**config.mk**
```make
export PLATFORM = sky130hd
export DESIGN_NAME = conv_seq_ctrl
export DESIGN_NICKNAME = d
export VERILOG_FILES = /design/src/rtl/conv_seq_pkg.sv /design/src/rtl/seq_load_cnt.sv /design/src/rtl/conv_seq_ctrl.sv
export SDC_FILE = /design/constraint.sdc
export NUM_CORES = 1
export LEC_CHECK = 0
export ABC_AREA = 0
export CAP_MARGIN = 20
export CORE_ASPECT_RATIO = 0.9
export CORE_MARGIN = 5
export CORE_UTILIZATION = 41
export CTS_CLUSTER_DIAMETER = 30
export DETAILED_ROUTE_END_ITERATION = 12
export GPL_ROUTABILITY_DRIVEN = 0
export PLACE_DENSITY_LB_ADDON = 0.1
export SETUP_SLACK_MARGIN = 0.4
export SLEW_MARGIN = 15
export SYNTH_ARGS = -nofsm -noshare
export SYNTH_HDL_FRONTEND = slang
export SYNTH_SLANG_ARGS = --single-unit
```
**constraint.sdc**
```tcl
create_clock -name clk -period 1.6 [get_ports clk]
set_input_delay 0.32 -clock clk [delete_from_list [all_inputs] [get_ports clk]]
set_output_delay 0.32 -clock clk [all_outputs]
set_load 0.05 [all_outputs]
```
**src/rtl/conv_seq_pkg.sv**
```systemverilog
// rtl/conv_seq_pkg.sv - shared types and constants for the convolution sequencer
package conv_seq_pkg;

    typedef enum logic [1:0] {
        ST_IDLE   = 2'd0,
        ST_LOAD_F = 2'd1,
        ST_LOAD_X = 2'd2,
        ST_CONV   = 2'd3
    } conv_seq_state_t;

    localparam int CONV_COUNT_WIDTH = 16;

endpackage

```
**src/rtl/seq_load_cnt.sv**
```systemverilog
// rtl/seq_load_cnt.sv - write-address counter and strobe for one memory load stream
module seq_load_cnt #(
    parameter int SIZE  = 4,
    parameter int WIDTH = 2
) (
    input  logic             clk,
    input  logic             reset,
    input  logic             en,
    input  logic             valid,
    output logic [WIDTH-1:0] addr,
    output logic             wr_en,
    output logic             last
);

    logic [WIDTH-1:0] cnt;

    assign wr_en = en & valid;
    assign last  = wr_en && (cnt == WIDTH'(SIZE - 1));
    assign addr  = cnt;

    // Advance only on accepted beats; wrap to 0 after the final word so the next load starts clean
    always_ff @(posedge clk) begin
        if (reset) begin
            cnt <= '0;
        end else if (wr_en) begin
            if (last) begin
                cnt <= '0;
            end else begin
                cnt <= cnt + 1'b1;
            end
        end
    end

endmodule

```
**src/rtl/conv_seq_ctrl.sv**
```systemverilog
// rtl/conv_seq_ctrl.sv - load/convolve sequencer; FILTER_REUSE_EN enables filter reuse
module conv_seq_ctrl
    import conv_seq_pkg::*;
#(
    parameter int F_MEM_SIZE       = 4,
    parameter int X_MEM_SIZE       = 8,
    parameter int F_MEM_ADDR_WIDTH = 2,
    parameter int X_MEM_ADDR_WIDTH = 3
) (
    input  logic                        clk,
    input  logic                        reset,
    input  logic                        seq_en,
    input  logic                        s_valid_f,
    output logic                        s_ready_f,
    input  logic                        s_valid_x,
    output logic                        s_ready_x,
    input  logic                        reuse_filter,
    output logic                        fmem_wr_en,
    output logic [F_MEM_ADDR_WIDTH-1:0] fmem_wr_addr,
    output logic                        xmem_wr_en,
    output logic [X_MEM_ADDR_WIDTH-1:0] xmem_wr_addr,
    output logic                        conv_start,
    input  logic                        conv_done,
    output logic                        busy,
    output logic [CONV_COUNT_WIDTH-1:0] conv_count
);

`ifdef FILTER_REUSE_EN
    localparam bit REUSE_EN = 1'b1;
`else
    localparam bit REUSE_EN = 1'b0;
`endif

    conv_seq_state_t state, next_state;
    logic            f_last, x_last, done_hit;

    seq_load_cnt #(
        .SIZE  (F_MEM_SIZE),
        .WIDTH (F_MEM_ADDR_WIDTH)
    ) u_f_cnt (
        .clk   (clk),
        .reset (reset),
        .en    (s_ready_f),
        .valid (s_valid_f),
        .addr  (fmem_wr_addr),
        .wr_en (fmem_wr_en),
        .last  (f_last)
    );

    seq_load_cnt #(
        .SIZE  (X_MEM_SIZE),
        .WIDTH (X_MEM_ADDR_WIDTH)
    ) u_x_cnt (
        .clk   (clk),
        .reset (reset),
        .en    (s_ready_x),
        .valid (s_valid_x),
        .addr  (xmem_wr_addr),
        .wr_en (xmem_wr_en),
        .last  (x_last)
    );

    // conv_done only counts while a convolution is actually running
    assign done_hit = conv_start & conv_done;

    // State register
    always_ff @(posedge clk) begin
        if (reset) begin
            state <= ST_IDLE;
        end else begin
            state <= next_state;
        end
    end

    // Completed-convolution counter, wraps naturally at its width
    always_ff @(posedge clk) begin
        if (reset) begin
            conv_count <= '0;
        end else if (done_hit) begin
            conv_count <= conv_count + 1'b1;
        end
    end

    // Next state and state-decoded outputs; readies depend on state only, never on valid
    always_comb begin
        next_state = state;
        s_ready_f  = 1'b0;
        s_ready_x  = 1'b0;
        conv_start = 1'b0;
        busy       = 1'b1;
        case (state)
            ST_IDLE: begin
                busy = 1'b0;
                if (seq_en) next_state = ST_LOAD_F;
            end
            ST_LOAD_F: begin
                s_ready_f = 1'b1;
                if (f_last) next_state = ST_LOAD_X;
            end
            ST_LOAD_X: begin
                s_ready_x = 1'b1;
                if (x_last) next_state = ST_CONV;
            end
            ST_CONV: begin
                conv_start = 1'b1;
                if (conv_done) begin
                    if (!seq_en) begin
                        next_state = ST_IDLE;
                    end else if (REUSE_EN && reuse_filter) begin
                        next_state = ST_LOAD_X;
                    end else begin
                        next_state = ST_LOAD_F;
                    end
                end
            end
            default: next_state = ST_IDLE;
        endcase
    end

endmodule

```
Word level (Yosys, flattened, before mapping)
Cells that the tools add are included.
Cells by class
  bitwise operators: 3
  equal/unequal tests: 9
  mux-type cells: 12
  reductions and logical operators: 4
  $add $sub $neg: 3
Operators by type and width (count)
  $add 16x1->16 const B: 1
  $mux 2: 5
  $pmux 2 s4: 1
  $eq 2x2->1 const B: 3
  $ne 2x2->1 const B: 3
  $mux 1: 5
  $reduce_and 4->1: 1
  $add 3x1->3 const B: 1
  $and 1x1->1: 3
  $eq 3x3->1 const B: 1
  $mux 3: 1
  $add 2x1->2 const B: 1
  $eq 2x1->1 const B: 1
  $logic_and 1x1->1: 2
  $logic_not 2->1: 1
  $ne 2x1->1 const B: 1
Word-level totals
  bits of input ports: 7
  output and inout port bits: 27
  register bits: 23
  word-level logic and storage cells: 35

Longest topological paths before layout
  word-level depth: 6
  mapped depth: 6
  depth with buffers taken out: 6

Modules after synthesis
Synthesis repeated with hierarchy kept, for this count alone.
Unflattened totals
  cell total of the unflattened synthesis: 129
  area, all modules: 1203.7 µm²
By module, submodules not included
  conv_seq_ctrl: seq. area each 360.3 µm², area an instance 919.6 µm², cells each 102, times used 1
  seq_load_cnt at u_x_cnt: seq. area each 60.1 µm², area an instance 170.2 µm², cells each 16, times used 1
  seq_load_cnt at u_f_cnt: seq. area each 40.0 µm², area an instance 113.9 µm², cells each 11, times used 1

Worst setup path after synthesis
Ideal clock, no wire load.
  kind: reg2reg
  start point: register state[1]
  end point: register conv_count[15]
  clock period less this slack: 1996 ps
  setup time: 71 ps
  cell stages (with the launch flop): 6
  buffers on the path: 0
  data arrival time: 1925 ps
  path slack: -396 ps
  data required time: 1529 ps
  cell sequence: dfxtp_1 > ha_1 > and4_4 > nand4_4 > or3_1 > a21oi_1
Between the ends
  cells in the longest elaborated chain, start to end: 3
Ends and longest elaborated chain
  start: declaration: RTL line conv_seq_ctrl.sv:34  | conv_seq_state_t state, next_state;
  start signal: assignment: RTL line conv_seq_ctrl.sv:71  | state <= next_state;
  $eq 2x2->1: RTL line conv_seq_ctrl.sv:91  | case (state)
  $mux 1: RTL line conv_seq_ctrl.sv:91
  named net conv_start: RTL line conv_seq_ctrl.sv:22  | output logic conv_start,
  $and 1x1->1: RTL line conv_seq_ctrl.sv:64  | assign done_hit = conv_start & conv_done;
  end signal: assignment: RTL line conv_seq_ctrl.sv:80  | conv_count <= conv_count + 1'b1;
  end: declaration: RTL line conv_seq_ctrl.sv:25  | output logic [CONV_COUNT_WIDTH-1:0] conv_count
The timed path passes the listed nets, and every way through them passes these cells.
A chain may end at the register's enable or synchronous reset.

Final worst setup path
  start point: register state[1]
  end point: output port fmem_wr_en
Between the ends
  cells in the longest elaborated chain, start to end: 3
Ends and longest elaborated chain
  $eq 2x1->1: RTL line conv_seq_ctrl.sv:91
  $mux 1: RTL line conv_seq_ctrl.sv:91
  $and 1x1->1: RTL line seq_load_cnt.sv:17  | assign wr_en = en & valid;
  end: declaration: RTL line conv_seq_ctrl.sv:18  | output logic fmem_wr_en,
No other way between the ends.

==> flow_summary_export.csv <==
group,metric,value,unit
run_status,status,"finished with violations",
run_status,violations,"negative setup slack",
critical_path,start_kind,"register",
finish,multi_input_area,795,µm²
finish,nets,211,
finish,regArea,539,µm²
die,rows,18,
logic_synthesis,synth.most_common_cell,"dfxtp_1",
critical_path,crit_arrival,1320,ps
power,vdd_drop_max,0.000929,V
power,power_per_cell_area,1000,nW/µm²
sta,slew_headroom,76.8,%
cts,cts.sinks,23,
critical_path,worstPathMaxFanout,5,
sta,setup-violations-final,4,
die,core_area,2700,µm²
placement,postPlaceCellArea,1750,µm²
critical_path,worst_setup_path_end_kind,"output port",
global_routing,track_usage,16.6,%
logic_synthesis,synth_top_area_share,40.7,%
sta,setup-tns-final,-109,ps
sta,max_freq,609,MHz
logic_synthesis,synth-seq-cells,23,
critical_path,slowest_stage,"dfxtp_4",
detailed_routing,dr_total_vias,1196,
critical_path,crit_buf_inv,3,
logic_synthesis,syn_area,1130,µm²
cts,cts_max_level,1,
logic_synthesis,synthCells,124,
logic_synthesis,yosysTopAreaCell,"dfxtp_1",
detailed_routing,drtPass1Iterations,4,
power,finalPower,2.30,mW
detailed_routing,wire_per_inst,16.4,µm
detailed_routing,drc,0,
logic_synthesis,synthTopCellsByCount,"dfxtp_1 (23), nor2_1 (18), xor2_1 (13), nand2_1 (11), ha_1 (9)",
cts,cts.clk_slew.worst_paths,130,ps
critical_path,crit_type,"register to output port",
critical_path,crit_chain,"inv_4, ha_4, nand2_4, clkinvlp_4, buf_12",
sta,finalClockSkew,8.76,ps
placement,dp_hpwl,2000,µm
logic_synthesis,yosys_warnings,0,
die,die-area,3910,µm²
finish,fillers,135,
global_routing,grt_pass1_vias,1085,
global_routing,grt_pass1_wl,5060,µm
critical_path,worstPathRequired,1280,ps
logic_synthesis,avgSynthCellArea,9.13,µm²
detailed_routing,finalWirelength,3680,µm
finish,drive_above_1_share,63.9,%
logic_synthesis,synthTopCellsByArea,"dfxtp_1 (41%), xor2_1 (10%), ha_1 (9.9%)",
global_routing,antenna_found_initial,0,
power,power.leakage,0.933,nW
critical_path,cp_slowest_stage_delay,430,ps
logic_synthesis,synth-edff-count,0,
global_routing,overflow,0,
sta,fin_crit,1640,ps
sta,fin_ws,-42.2,ps
cts,cts_buffers,3,
sta,worst_slew_pin_slew,348,ps
cts,cts-root-buf,"clkbuf_4",
logic_synthesis,ys_seq_area_share,40.7,%
sta,rsz0062_at_grt,"true",
sta,post-route-period-util,103,%
detailed_routing,viasPerCell,5.34,
critical_path,crit_family,"flip-flops",
detailed_routing,drt-initial-drc-count,54,
job,drv_cap,0,
logic_synthesis,yosys_most_used_dff,"dfxtp_1",
global_routing,grt_max_degree,13,
die,ios,34,
finish,antennaDiodeCount,0,
logic_synthesis,ys_types,26,
logic_synthesis,syn_nets,140,
hold_path,hp-class,"register to register",
cts,cts_tree,"yes",
die,start_util,41.9,%
logic_synthesis,synthArstFlopShare,0,%
die,die_w,65.4,µm
sta,hold_viol,0,
sta,slew_violations,0,
finish,final_cell_area,2290,µm²
detailed_routing,ant_nets,0,
die,die_y,59.9,µm
cts,clk_path_buf_depth,2,
placement,io_buffers,32,
cts,insertion_delay,320,ps
finish,area_delta_synth_final,102,%
## placed cells by master, fill, tap and decap left out, types with 3 or more instances in the layout
cell,count
a21oi_1,6
buf_12,13
buf_4,23
buf_6,16
buf_8,13
clkbuf_4,3
clkdlybuf4s50_1,4
clkinvlp_4,3
dfxtp_2,3
dfxtp_4,20
ha_1,3
ha_4,6
nand2_1,4
nand2_2,4
nand2_4,3
nand4_1,6
nor2_1,18
o21ai_1,3
xor2_1,13
## per-stage QoR
step	setup WS, ps	util (%)	std cells	hold slack [ps]
floorplan	58.0	-	124	379
global placement	-184	64.6	190	459
detailed placement	-257	64.6	190	468
CTS	-14.0	75.9	210	493
global route	-122	84.8	224	532
finish	-42.2	84.8	224	511
## logic make-up after synthesis
group	count (synthesis)	synth area share (%)
multiplexers	1	0.884
buffers and inverters	9	3.65
flip-flops	23	40.7
XOR/XNOR	13	10.1
AO/OA/AOI/OAI	15	9.39
adder cells (fa/ha/maj)	9	9.94
AND/OR/NAND/NOR	54	25.4
## power by group
group	switching, mW	internal, mW	total [mW]
Combinational	0.631	0.703	1.33
Clock	0.179	0.0977	0.277
Sequential	0.0849	0.603	0.688
## routing by layer
layer / global-route usage, % / wire (µm)
met4: 2.66 / 107
met3: 5.08 / 174
met1: 20.3 / 1440
met2: 29.4 / 1960
met5: 0 / 0
## cell type report
| type | instances | area share [%] |
|---|---|---|
| clock buffers | 4 | 1.15 |
| inverters | 5 | 1.64 |
| multi-input cells | 92 | 34.7 |
| flip-flops and latches | 23 | 23.5 |
| well taps | 30 | 1.64 |
| repair buffers | 70 | 37.4 |
## worst min-delay path, delay by kind of cell (launching register included)
| kind | cells | cell delay [ps] |
|---|---|---|
| AOI/OAI and AO/OA | 1 | 50 |
| and+or+nand+nor | 1 | 50 |
| DFF | 1 | 380 |
## sequential cells by signal, indices dropped and copies added, names as in the netlist
signal,count
u_x_cnt.addr,3
state,2
u_f_cnt.addr,2
conv_count,16
## path summary, 6_finish.rpt
kind,startpoint,end,slack [ps],depth (start not counted)
worst max-delay path,state[1],fmem_wr_en,-40,5
worst min-delay path,u_f_cnt.addr[1],u_f_cnt.addr[1],510,2
worst max register to register,state[0],state[0],30,5
worst min register to register,u_f_cnt.addr[1],u_f_cnt.addr[1],510,2
## repair_timing
action | CTS | global route
buffers inserted | 16 | 14
gates resized for setup | 46 | 40
pin swaps | 15 | 16
hold endpoints to repair | 0 | 0
endpoints found under the setup margin | 41 | 49
hold buffers | 0 | 0
No activity file was read; power rests on OpenSTA's default activity.
